**src/rtl/des_pkg.sv**
```systemverilog
`default_nettype none
// ============================================================================
// Module   : des_pkg
// Brief    : DES key-schedule tables, widths and bit-manipulation helpers.
// Revision : 1.0 - initial release
// ============================================================================
package des_pkg;

    localparam int c_KEY_W    = 64;
    localparam int c_CD_W     = 56;
    localparam int c_HALF_W   = 28;
    localparam int c_SUBKEY_W = 48;

    // 1-based DES bit numbers: entry n-1 names the source bit of output bit n
    localparam int c_PC1 [56] = '{
        57, 49, 41, 33, 25, 17,  9,
         1, 58, 50, 42, 34, 26, 18,
        10,  2, 59, 51, 43, 35, 27,
        19, 11,  3, 60, 52, 44, 36,
        63, 55, 47, 39, 31, 23, 15,
         7, 62, 54, 46, 38, 30, 22,
        14,  6, 61, 53, 45, 37, 29,
        21, 13,  5, 28, 20, 12,  4
    };

    localparam int c_PC2 [48] = '{
        14, 17, 11, 24,  1,  5,
         3, 28, 15,  6, 21, 10,
        23, 19, 12,  4, 26,  8,
        16,  7, 27, 20, 13,  2,
        41, 52, 31, 37, 47, 55,
        30, 40, 51, 45, 33, 48,
        44, 49, 39, 56, 34, 53,
        46, 42, 50, 36, 29, 32
    };

    // Bit k-1 set means round k shifts by two
    localparam logic [15:0] c_SHIFT2_MASK = 16'h7EFC;

    function automatic logic [c_HALF_W-1:0] rotl28(input logic [c_HALF_W-1:0] x,
                                                   input logic by2);
        return by2 ? {x[25:0], x[27:26]} : {x[26:0], x[27]};
    endfunction

    function automatic logic [c_HALF_W-1:0] rotr28(input logic [c_HALF_W-1:0] x,
                                                   input logic by2);
        return by2 ? {x[1:0], x[27:2]} : {x[0], x[27:1]};
    endfunction

    // DES bit n lives at key[64-n]; output is assembled MSB (bit 1) first
    function automatic logic [c_CD_W-1:0] pc1(input logic [c_KEY_W-1:0] k);
        logic [c_CD_W-1:0]  r;
        logic [c_KEY_W-1:0] t;
        r = '0;
        for (int i = 0; i < c_CD_W; i++) begin
            t = k >> (c_KEY_W - c_PC1[i]);
            r = {r[c_CD_W-2:0], t[0]};
        end
        return r;
    endfunction

    function automatic logic parity_fail(input logic [c_KEY_W-1:0] k);
        logic [7:0] b;
        logic       bad;
        bad = 1'b0;
        for (int j = 0; j < 8; j++) begin
            b = 8'(k >> (8 * j));
            if (^b == 1'b0) bad = 1'b1;
        end
        return bad;
    endfunction

endpackage
`default_nettype wire

```
**src/rtl/des_pc2.sv**
```systemverilog
`default_nettype none
// ============================================================================
// Module   : des_pc2
// Brief    : Combinational PC-2 compression of the 56-bit CD register.
// Revision : 1.0 - initial release
// ============================================================================
module des_pc2
    import des_pkg::*;
(
    input  logic [c_CD_W-1:0]     i_cd,
    output logic [c_SUBKEY_W-1:0] o_subkey
);

    for (genvar i = 0; i < c_SUBKEY_W; i++) begin : g_bit
        assign o_subkey[c_SUBKEY_W-1-i] = i_cd[c_CD_W - c_PC2[i]];
    end

endmodule
`default_nettype wire

```
**src/rtl/des_key_schedule.sv**
```systemverilog
`default_nettype none
// ============================================================================
// Module   : des_key_schedule
// Brief    : Streams the sixteen DES round subkeys, forward or reversed.
// Revision : 1.0 - initial release
// ============================================================================
module des_key_schedule
    import des_pkg::*;
#(
    parameter int PARITY_CHECK = 0
) (
    input  logic                  clk,
    input  logic                  rst,
    input  logic [c_KEY_W-1:0]    key_in,
    input  logic                  decrypt,
    input  logic                  key_valid,
    output logic                  key_ready,
    output logic [c_SUBKEY_W-1:0] subkey_out,
    output logic [3:0]            subkey_idx,
    output logic                  subkey_last,
    output logic                  subkey_valid,
    input  logic                  subkey_ready,
    output logic                  key_parity_err,
    output logic                  busy
);

    localparam logic [0:0] c_ST_IDLE = 1'b0;
    localparam logic [0:0] c_ST_GEN  = 1'b1;

    logic [0:0]        r_state;
    logic [c_CD_W-1:0] r_cd;
    logic [3:0]        r_idx;
    logic              r_mode;
    logic              r_parity_err;

    logic [c_CD_W-1:0] w_key_cd;
    logic [c_CD_W-1:0] w_key_cd_enc;
    logic [c_CD_W-1:0] w_cd_next;
    logic              w_enc_by2;
    logic              w_dec_by2;
    logic              w_parity_bad;

    always_comb begin
        w_key_cd     = pc1(key_in);
        w_key_cd_enc = {rotl28(w_key_cd[55:28], 1'b0), rotl28(w_key_cd[27:0], 1'b0)};
        // Encrypt steps to round idx+2, decrypt steps back from round 16-idx
        w_enc_by2    = c_SHIFT2_MASK[r_idx + 4'd1];
        w_dec_by2    = c_SHIFT2_MASK[4'd15 - r_idx];
        if (r_mode)
            w_cd_next = {rotr28(r_cd[55:28], w_dec_by2), rotr28(r_cd[27:0], w_dec_by2)};
        else
            w_cd_next = {rotl28(r_cd[55:28], w_enc_by2), rotl28(r_cd[27:0], w_enc_by2)};
        w_parity_bad = (PARITY_CHECK != 0) ? parity_fail(key_in) : 1'b0;
    end

    always_ff @(posedge clk or posedge rst) begin
        if (rst) begin
            r_state      <= c_ST_IDLE;
            r_cd         <= '0;
            r_idx        <= 4'd0;
            r_mode       <= 1'b0;
            r_parity_err <= 1'b0;
        end else begin
            case (r_state)
                c_ST_IDLE: begin
                    if (key_valid) begin
                        r_cd         <= decrypt ? w_key_cd : w_key_cd_enc;
                        r_mode       <= decrypt;
                        r_idx        <= 4'd0;
                        r_parity_err <= w_parity_bad;
                        r_state      <= c_ST_GEN;
                    end
                end
                c_ST_GEN: begin
                    if (subkey_ready) begin
                        if (r_idx == 4'd15) begin
                            r_idx   <= 4'd0;
                            r_state <= c_ST_IDLE;
                        end else begin
                            r_cd  <= w_cd_next;
                            r_idx <= r_idx + 4'd1;
                        end
                    end
                end
                default: r_state <= c_ST_IDLE;
            endcase
        end
    end

    des_pc2 u_pc2 (
        .i_cd     (r_cd),
        .o_subkey (subkey_out)
    );

    assign key_ready      = (r_state == c_ST_IDLE);
    assign subkey_valid   = (r_state == c_ST_GEN);
    assign busy           = (r_state == c_ST_GEN);
    assign subkey_idx     = r_idx;
    assign subkey_last    = (r_idx == 4'd15);
    assign key_parity_err = r_parity_err;

endmodule
`default_nettype wire

```
**config.mk**
```make
export PLATFORM = sky130hd
export DESIGN_NAME = des_key_schedule
export DESIGN_NICKNAME = d
export VERILOG_FILES = /design/src/rtl/des_pkg.sv /design/src/rtl/des_pc2.sv /design/src/rtl/des_key_schedule.sv
export SDC_FILE = /design/constraint.sdc
export NUM_CORES = 1
export LEC_CHECK = 0
export ABC_AREA = 1
export CORE_MARGIN = 5
export CORE_UTILIZATION = 44
export CTS_CLUSTER_SIZE = 16
export DETAILED_ROUTE_END_ITERATION = 12
export PLACE_DENSITY = 0.7
export SYNTH_ARGS = -nofsm -noshare
export SYNTH_HDL_FRONTEND = slang
export SYNTH_HIERARCHICAL = 1
export SYNTH_SLANG_ARGS = --single-unit
```
**constraint.sdc**
```tcl
create_clock -name clk -period 2.14 [get_ports clk]
set_input_delay 0.428 -clock clk [delete_from_list [all_inputs] [get_ports clk]]
set_output_delay 0.428 -clock clk [all_outputs]
set_load 0.01 [all_outputs]
```
==> metrics.md, run 1 <==
| Metric | Value |
|---|---|
| Status | completed |
| # H-tree levels | 3 |
| Period utilization | 95.3% |
| R2R Setup Slk | 0.19 ns |
| Final hold viol count | 0 |
| DR iter-0 viols | 936 |
| CTS tree | yes |
| Worst VDD drop | 858 uV |
| RSZ-0062 raised after global routing | false |
| Hold Crit Class | in2async |
| Crit-path max cell delay | 0.59 ns |
| Die Width | 131 um |
| Most common cell after layout, fill and taps aside | nand2_1 |
| Num ports | 126 |
| Sequential-to-total area share from yosys stat | 24.2% |
| Num CTS Buffers | 9 |
| GR Util All Layers | 22.6% |
| Mapped Area | 0.00642 mm^2 |
| Cell count of the worst reg-to-reg path | 12 |
| Cell count after synthesis | 1137 |
| Core area | 0.0144 mm^2 |
| Area occupied by multi-input gates | 0.00356 mm^2 |
| Clk sinks | 62 |
| Worst reg2reg path endpoint | r_cd[29] |
| Number of port buffers | 116 |
| Vias in the first global route | 6408 |
| Routed Antenna Nets | 0 |
| Power Dens Cells | 1580 mW/mm^2 |
| WL final | 18800 um |
| Routed wire per std cell | 13.9 um |
| Postcts setup bufs | 0 |
| Rows | 44 |
| CP top delay family | buffers and inverters |
| CTS max path bufs | 2 |
| Total power | 12.1 mW |
| Vias per cell | 5.17 |
| Initial core utilization | 44.5% |
| Post-DP HPWL | 12600 um |
| Share of layout cells above drive strength 1 | 6.93% |
| Die Footprint | 0.0171 mm^2 |
| Leakage | 4.14 nW |
| Die Y | 131 um |
| Register area | 0.00155 mm^2 |
| YS warnings | 6 |
| Syn Nets | 1211 |
| Ant. Diodes | 0 |
| Crit. End Element | output pin |
| R2R Path Start | subkey_idx[0] |
| Via count | 6991 |
| WP data arrival | 1.61 ns |
| Most frequent cells in the layout | 465 x nand2_1, 144 x nand3_1, 118 x a21oi_1 |
| Stages on worst setup path | 2 |
| CP required | 1.71 ns |
| Cells along the critical path | inv_2 -> clkdlybuf4s50_1 |
| Fmax | 490 MHz |
| Largest net degree at the start of global routing | 77 |
| Final setup viols | 0 |
| Register clock-pin slew on the reported worst setup and hold paths | 0.06 ns |
| First-pass GRT wire length | 31500 um |
| CP Launch Type | flop |
| Distinct cells, synth | 20 |
| RD Place Congestion | 0.859 |
| # Max-Cap Violations | 0 |
| Number of synthesized register bits | 62 |
| Total Neg Setup Slack | 0 ns |
| Layout area overhead | 18.9% |
| Gr ovfl total | 0 |
| Fill count | 1519 |
| CP bufs+invs | 2 |
| Crit path time final | 2.04 ns |
| Drt pass-1 iters | 7 |
| Initial antenna violation count | 0 |
| Avg Cell Area, Syn | 5.65 um^2 |
| Crit-path slowest cell | clkdlybuf4s50_1 |
| Crit Path Class | reg2out |
| DRC viols | 0 |
| Worst-path maximum fanout | 11 |
| Worst skew pair latency | 0.34 ns |
| Final Slew Violations | 0 |
| Clock Tree Root | clkbuf_16 |
| Fin nets | 1238 |
| Worst Skew | 0.00970 ns |
how the worst max path moves through the flow:
stage,startpoint,endpoint
2_1_floorplan,rst,busy
3_3_place_gp,subkey_idx[0],r_cd[26]
3_5_place_dp,subkey_idx[0],r_cd[29]
4_1_cts,busy,key_ready
5_1_grt,subkey_idx[0],r_cd[14]
6_report,busy,key_ready
report_power, final:
part / total, mW / leakage, nW / internal (mW) / switching (mW)
clock: 1.37 / 0.133 / 0.839 / 0.528
sequential: 2.20 / 0.773 / 1.74 / 0.457
combinational: 8.53 / 3.23 / 3.34 / 5.19
total: 12.1 / 4.14 / 5.91 / 6.18
per-layer routing:
layer  routed length, um  track usage (%)  share of wire, %
met2                8100             32.5                43
met1                8670             33.4                46
met5                   0                0                 0
met4                 520             8.47               2.8
met3                1490             4.59               8.0
registers in the layout (all words and copies together) (netlist names):
name	cells
r_cd	56
r_mode	1
busy	1
subkey_idx	4
cell usage after synthesis (all sizes together):
library cell  count  area, um^2
inv             143         537
o22ai             3        18.8
conb              1        3.75
nand3           144         721
clkbuf           25        93.8
ha                5        62.6
o21ai            51         255
buf             100         716
a21oi           118         591
nor2              9        36.3
nand2           476        1840
dfrtp            62        1550
kinds of logic after synthesis:
kind of cell | count (synthesis) | share of synthesized area [%]
and+or+nand+nor | 629 | 40.4
AOI/OAI and AO/OA | 172 | 13.5
other | 1 | 0.0584
adders and majority gates | 5 | 0.974
buffers and inverters | 268 | 21.0
DFF | 62 | 24.2
per-stage QoR:
stage	utilization [%]	setup slack [ns]	std cells	hold slack [ns]	area, um^2
after floorplan	-	0.171	1137	0.449	6420
after detailed placement	50.7	0.152	1336	0.470	7320
final	52.9	0.0996	1352	0.475	7640
after CTS	52.6	0.0942	1351	0.480	7590
after global routing	52.9	0.00569	1352	0.493	7640
after global placement	50.7	0.153	1336	0.462	7320
area by class of cell:
type | instances | share of cell area (%)
Timing Repair Buffer | 140 | 19.4
Tap cell | 184 | 3.01
Multi-Input combinational cell | 808 | 46.7
Clock inverter | 1 | 0.0655
Sequential cell | 62 | 20.3
Clock buffer | 14 | 3.46
Inverter | 143 | 7.06
repair_timing:
item                                   CTS  global route
gates resized for setup                  1             8
gates cloned                             0             1
endpoints found under the hold margin    0             0
pin swaps                                0             1
hold buffers                             0             0
setup endpoints to repair                1            46
worst register-to-register path: cells and delay by family, from the launching register on:
kind,cells,cell delay [ns]
buf+inv,2,0.27
flops,1,0.42
fa+ha+maj,1,0.25
simple gates,9,0.91
(Power assumes the default switching activity.)
==> run 2, diff against run 1 <==
Settings changed: CORE_UTILIZATION 44 to 40, GPL_ROUTABILITY_DRIVEN set to 0, PLACE_DENSITY 0.7 to unset.
Clock period 2.14 ns to 2 ns, I/O delays scaled along.
==> metrics.md, run 2 (same netlist as run 1, synthesis figures left out) <==
| Metric | Value |
|---|---|
| Post-place instance area | 0.00740 mm^2 (was 0.00732 mm^2) |
| Via count | 6921 (was 6991) |
| Core area | 0.0158 mm^2 (was 0.0144 mm^2) |
| Hold Crit Class | in2async (unchanged) |
| Power Dens Cells | 1690 mW/mm^2 (was 1580 mW/mm^2) |
| Post-DP HPWL | 13400 um (was 12600 um) |
| Total Neg Setup Slack | 0 ns (unchanged) |
| Rows | 46 (was 44) |
| Worst Setup EP | subkey_last (was key_ready) |
| CP Launch Type | flop (unchanged) |
| Initial antenna violation count | 0 (unchanged) |
| Final setup viols | 0 (unchanged) |
| RSZ-0062 raised after global routing | true (was false) |
| Hold-fix buffers at CTS | 0 (unchanged) |
| Period utilization | 96.1% |
| R2R Path Start | subkey_idx[0] (unchanged) |
| Register clock-pin slew on the reported worst setup and hold paths | 0.05 ns (was 0.06 ns) |
| DR iter-0 viols | 732 (was 936) |
| Clock Tree Root | clkbuf_16 (unchanged) |
| Worst Skew | 0.00779 ns (was 0.00970 ns) |
| Drt pass-1 iters | 6 (was 7) |
| # H-tree levels | 3 (unchanged) |
| Leakage | 4.22 nW (was 4.14 nW) |
| Crit path from | subkey_idx[1] (was busy) |
| Most common cell after layout, fill and taps aside | nand2_1 (unchanged) |
| DRC viols | 0 (unchanged) |
| Final Slew Violations | 0 (unchanged) |
| Worst reg2reg path endpoint | r_cd[32] (was r_cd[29]) |
| Final hold viol count | 0 (unchanged) |
| Gr ovfl total | 0 (unchanged) |
| Die Y | 137 um (was 131 um) |
| Clk sinks | 62 (unchanged) |
| WL final | 19400 um (was 18800 um) |
| Routed wire per std cell | 13.9 um (about the same) |
| Top reg by flops | r_cd (unchanged) |
| Crit path time final | 1.92 ns |
| Fmax | 520 MHz |
| Largest net degree at the start of global routing | 63 (was 77) |
| Initial core utilization | 40.6% (was 44.5%) |
| Num CTS Buffers | 9 (unchanged) |
| R2R Setup Slk | 0.14 ns (was 0.19 ns) |
| # Max-Cap Violations | 0 (unchanged) |
| Crit Path Class | reg2out (unchanged) |
| Die Footprint | 0.0187 mm^2 (was 0.0171 mm^2) |
| CTS tree | yes (unchanged) |
| Worst-path maximum fanout | 5 (was 11) |
| Die Width | 137 um (was 131 um) |
| Number of port buffers | 116 (unchanged) |
| Ant. Diodes | 0 (unchanged) |
| Share of layout cells above drive strength 1 | 8.12% (was 6.93%) |
| Fin util | 49.2% (was 52.9%) |
| Worst skew pair latency | 0.34 ns (about the same) |
| WP data arrival | 1.52 ns (was 1.61 ns) |
| Max FFs per register | 56 (unchanged) |
| Cell count of the worst reg-to-reg path | 12 (unchanged) |
| Layout area overhead | 21.2% (was 18.9%) |
| Hold slack | 0.457 ns (was 0.475 ns) |
| Most frequent cells in the layout | 465 x nand2_1, 144 x nand3_1, 118 x a21oi_1 (unchanged) |
| Num ports | 126 (unchanged) |
| Vias in the first global route | 6163 (was 6408) |
| First-pass GRT wire length | 31500 um (about the same) |
| Final Cell Area | 0.00779 mm^2 (was 0.00764 mm^2) |
| Crit. End Element | output pin (unchanged) |
| Routed Antenna Nets | 0 (unchanged) |
| CP required | 1.60 ns (was 1.71 ns) |
| Vias per cell | 4.95 (was 5.17) |
| Worst VDD drop | 743 uV (was 858 uV) |
| Status | completed (unchanged) |
| CTS max path bufs | 2 (unchanged) |
| GR Util All Layers | 20.8% (was 22.6%) |
| Fin nets | 1252 (was 1238) |
[run 2: changes by cell type in the layout (fill, tap and decap cells not counted), sizes merged]
cell    delta
buf       +14
inv        -1
clkinv     +1
[run 2: routing by layer]
metal / GRT usage, % / share of wire [%] / up-vias
met5: 0 / 0 / -
met4: 5.88 / 1.6 / 0
met3: 3.05 / 5.3 / 19
met2: 31.4 / 45 / 205
met1: 30.7 / 48 / 3120
li1: - / - / 3577
[run 2: critical path, stage by stage (launching register included)]
cell	delay [ns]
dfrtp_1	0.41
ha_2	0.21
nand2_2	0.09
nor2_2	0.17
dlygate4sd2_1	0.29
[run 2: power breakdown]
part           internal (mW)  total [mW]  switching [mW]
Combinational           3.74        9.34            5.60
Clock                  0.898        1.47           0.572
Sequential              1.86        2.35           0.492
Total                   6.50        13.2            6.66
[run 2: stage by stage]
step / cells / setup WS, ns / power [mW]
4_1_cts: 1392 / 0.0238 / 12.9
2_1_floorplan: 1137 / 0.0586 / 9.35
3_5_place_dp: 1377 / 0.0775 / 11.3
6_report: 1398 / 0.0780 / 13.2
3_3_place_gp: 1377 / 0.0860 / 11.3
5_1_grt: 1398 / -0.00569 / 14.6
[run 2: repair_timing]
action / 4_1_cts / 5_1_grt
gates resized for setup: 1 / 17
buffers inserted: 0 / 5
cloned: 0 / 1
endpoints found under the hold margin: 0 / 0
endpoints found under the setup margin: 1 / 56
pin swaps: 0 / 2
[run 2: final cells by class]
type	count	area [um^2]
Inverter	143	542
Clock buffer	14	264
Tap cell	216	270
Sequential cell	62	1550
Timing Repair Buffer	154	1590
Multi-Input combinational cell	808	3560
Fill cell	1681	8040
Clock inverter	1	5.00
[run 2: how the worst min path moves through the flow]
| stage | slack [ns] | endpoint | startpoint | depth (start not counted) |
|---|---|---|---|---|
| after global placement | 0.46 | r_cd[31] | r_cd[31] | 2 |
| after CTS | 0.48 | r_cd[6] | rst | 3 |
| final | 0.46 | r_cd[6] | rst | 3 |
| after detailed placement | 0.47 | r_cd[31] | r_cd[31] | 2 |
| after global routing | 0.50 | r_cd[7] | rst | 3 |
| after floorplan | 0.45 | r_cd[13] | r_cd[13] | 2 |
==> run 3, diff against run 2 <==
Settings changed: SYNTH_HIERARCHICAL 1 to unset.
==> metrics.md, run 3 <==
| Metric | Value |
|---|---|
| Ant. Diodes | 0 (unchanged) |
| Final setup viols | 0 (unchanged) |
| Status | completed (unchanged) |
| EDFF count, synth | 0 (unchanged) |
| YS warnings | 0 (was 6) |
| Die Width | 137 um (unchanged) |
| CTS max path bufs | 2 (unchanged) |
| Clk pwr share | 10.7% (was 11.2%) |
| Max FFs per register | 56 (unchanged) |
| Routed wire per std cell | 14.5 um (was 13.9 um) |
| GR Util All Layers | 20.8% (about the same) |
| Largest net degree at the start of global routing | 67 (was 63) |
| Clk sinks | 62 (unchanged) |
| P_int | 6.62 mW (was 6.50 mW) |
| Most frequent cells in the layout | 464 x nand2_1, 144 x nand3_1, 118 x a21oi_1 (was 465 x nand2_1, 144 x nand3_1, 118 x a21oi_1) |
| Period utilization | 95.6% (was 96.1%) |
| P_sw | 6.91 mW (was 6.66 mW) |
| Area contributors post-synth | nand2_1 27%, dfrtp_1 24%, nand3_1 11%, a21oi_1 9.2%, inv_1 6.7% (unchanged) |
| Layout area overhead | 23.1% (was 21.2%) |
| # Max-Cap Violations | 0 (unchanged) |
| Switch share | 51.1% (was 50.6%) |
| Most common cell after layout, fill and taps aside | nand2_1 (unchanged) |
| Top reg by flops | r_cd (unchanged) |
| Register clock-pin slew on the reported worst setup and hold paths | 0.06 ns (was 0.05 ns) |
| CP Launch Type | flop (unchanged) |
| WL final | 20200 um (was 19400 um) |
| Number of synthesized register bits | 62 (unchanged) |
| Die Y | 137 um (unchanged) |
| Via count | 6952 (was 6921) |
| Crit-path max cell delay | 0.56 ns (was 0.41 ns) |
| Sequential-to-total area share from yosys stat | 24.2% (unchanged) |
| Final hold viol count | 0 (unchanged) |
| Commonest cells post-synth | 465 x nand2_1, 144 x nand3_1, 118 x a21oi_1 (unchanged) |
| Vias per cell | 4.97 (was 4.95) |
| Crit-path slowest cell | clkdlybuf4s50_1 (was dfrtp_1) |
| Power Dens Cells | 1710 mW/mm^2 (was 1690 mW/mm^2) |
| Clock Tree Root | clkbuf_16 (unchanged) |
| Fmax | 523 MHz (was 520 MHz) |
| DRC viols | 0 (unchanged) |
| Cell count after synthesis | 1137 (unchanged) |
| Final Cell Area | 0.00791 mm^2 (was 0.00779 mm^2) |
| First-pass GRT wire length | 31400 um (was 31500 um) |
| Crit path time final | 1.91 ns (was 1.92 ns) |
| Number of port buffers | 116 (unchanged) |
| Post-DP HPWL | 13300 um (was 13400 um) |
| Worst skew pair latency | 0.33 ns (was 0.34 ns) |
| DR iter-0 viols | 844 (was 732) |
| WP data arrival | 1.51 ns (was 1.52 ns) |
| Distinct cells, synth | 20 (unchanged) |
| Fin nets | 1251 (was 1252) |
| Num ports | 126 (unchanged) |
| CP required | 1.60 ns (about the same) |
| RSZ-0062 raised after global routing | true (unchanged) |
| Fill count | 1680 (was 1681) |
| FFs w/ async S/R, synth | 100% (unchanged) |
| Predominant post-synthesis flop cell | dfrtp_1 (unchanged) |
| CTS tree | yes (unchanged) |
| Crit. End Element | output pin (unchanged) |
| Share of layout cells above drive strength 1 | 7.95% (was 8.12%) |
| Mapped Area | 0.00642 mm^2 (unchanged) |
| # H-tree levels | 3 (unchanged) |
| Rows | 46 (unchanged) |
| Die Footprint | 0.0187 mm^2 (unchanged) |
| Core area | 0.0158 mm^2 (unchanged) |
| Vias in the first global route | 6188 (was 6163) |
| Crit Path Class | reg2out (unchanged) |
| Gr ovfl total | 0 (unchanged) |
| Hold-fix buffers at CTS | 0 (unchanged) |
| Register area | 0.00155 mm^2 (unchanged) |
| Cells along the critical path | inv_2 -> clkdlybuf4s50_1 (was ha_2 -> nand2_2 -> nor2_2 -> dlygate4sd2_1) |
| Post-place instance area | 0.00743 mm^2 (was 0.00740 mm^2) |
| Comb pwr share | 72.0% (was 71.0%) |
| Worst Skew | 0.00321 ns (was 0.00779 ns) |
| Worst-path maximum fanout | 6 (was 5) |
| Syn Nets | 1211 (unchanged) |
| Initial core utilization | 40.6% (unchanged) |
| Initial antenna violation count | 0 (unchanged) |
| Num CTS Buffers | 9 (unchanged) |
| Total Neg Setup Slack | 0 ns (unchanged) |
| Top-count cell post-synth | nand2_1 (unchanged) |
| Area occupied by multi-input gates | 0.00361 mm^2 (was 0.00356 mm^2) |
| Leakage | 4.25 nW (was 4.22 nW) |
| Largest area contributor in the synthesized netlist | nand2_1 (unchanged) |
| Final Slew Violations | 0 (unchanged) |
| Routed Antenna Nets | 0 (unchanged) |
| Worst VDD drop | 1110 uV (was 743 uV) |
| Hold Crit Class | in2async (unchanged) |
| Avg Cell Area, Syn | 5.65 um^2 (unchanged) |
| Area share of the largest cell type after synthesis | 27.2% (unchanged) |
| Drt pass-1 iters | 5 (was 6) |
| Register share of total power | 17.4% (was 17.9%) |
[run 3: cell counts after synthesis]
No cell type changed its count.
[run 3: cell families after synthesis]
family                   count (synthesis)  synth area share, %
AND/OR/NAND/NOR                        629                 40.4
buffers and inverters                  268                 21.0
AO/OA/AOI/OAI                          172                 13.5
flip-flops                              62                 24.2
adder cells (fa/ha/maj)                  5                0.974
other                                    1               0.0584
[run 3: area by class of cell]
type                            instances  share of cell area, %
Clock buffer                           15                   3.26
Clock inverter                          1                 0.0633
Inverter                              143                   6.85
Multi-Input combinational cell        811                   45.6
Sequential cell                        62                   19.6
Tap cell                              216                   3.42
Timing Repair Buffer                  150                   21.2
[run 3: power by group through the flow]
stage / Clock (mW) / Combinational [mW] / Sequential [mW]
global route: 1.54 / 11.0 / 2.44
global placement: 0 / 8.94 / 2.36
CTS: 1.48 / 9.07 / 2.35
floorplan: 0 / 7.11 / 2.24
detailed placement: 0 / 9.01 / 2.37
finish: 1.45 / 9.73 / 2.35
[run 3: worst max-delay path, delay by kind of cell (launching register included)]
| kind | cells | cell delay (ns) |
|---|---|---|
| flops | 1 | 0.46 |
| buf+inv | 2 | 0.72 |
[run 3: path summary, 6_finish.rpt]
kind,start,end,slack [ns],depth (start not counted)
setup / recovery,busy,key_ready,0.09,2
hold / removal,rst,r_cd[8],0.46,3
setup reg to reg,subkey_idx[1],r_cd[0],0.11,13
hold reg to reg,r_cd[38],r_cd[38],0.48,2
max in group asynchronous,rst,r_cd[36],1.25,3
min in group clk,r_cd[38],r_cd[38],0.48,2
[run 3: per-layer routing]
layer  vias to the layer above  GRT usage, %  wire length (um)
met5                         -             0                 0
met4                         0          6.22               343
met3                        21          3.60              1210
met2                       210          31.3              9020
met1                      3136          30.4              9670
li1                       3585             -                 -
[run 3: timing repair]
action	in CTS	in global routing
buffers inserted	1	4
setup endpoints to repair	1	57
gates resized for setup	1	12
gates cloned	0	6
pin swaps	0	2
[run 3: metrics by stage]
stage               hold slack (ns)  utilization [%]  setup slack, ns  cells  total power, mW
global route                  0.495             50.0          -0.0264   1398             14.9
global placement              0.463             46.9           0.0962   1371             11.3
CTS                           0.474             48.6           0.0690   1388             12.9
floorplan                     0.449                -           0.0586   1137             9.35
finish                        0.460             50.0           0.0873   1398             13.5
detailed placement            0.465             46.9           0.0802   1371             11.4
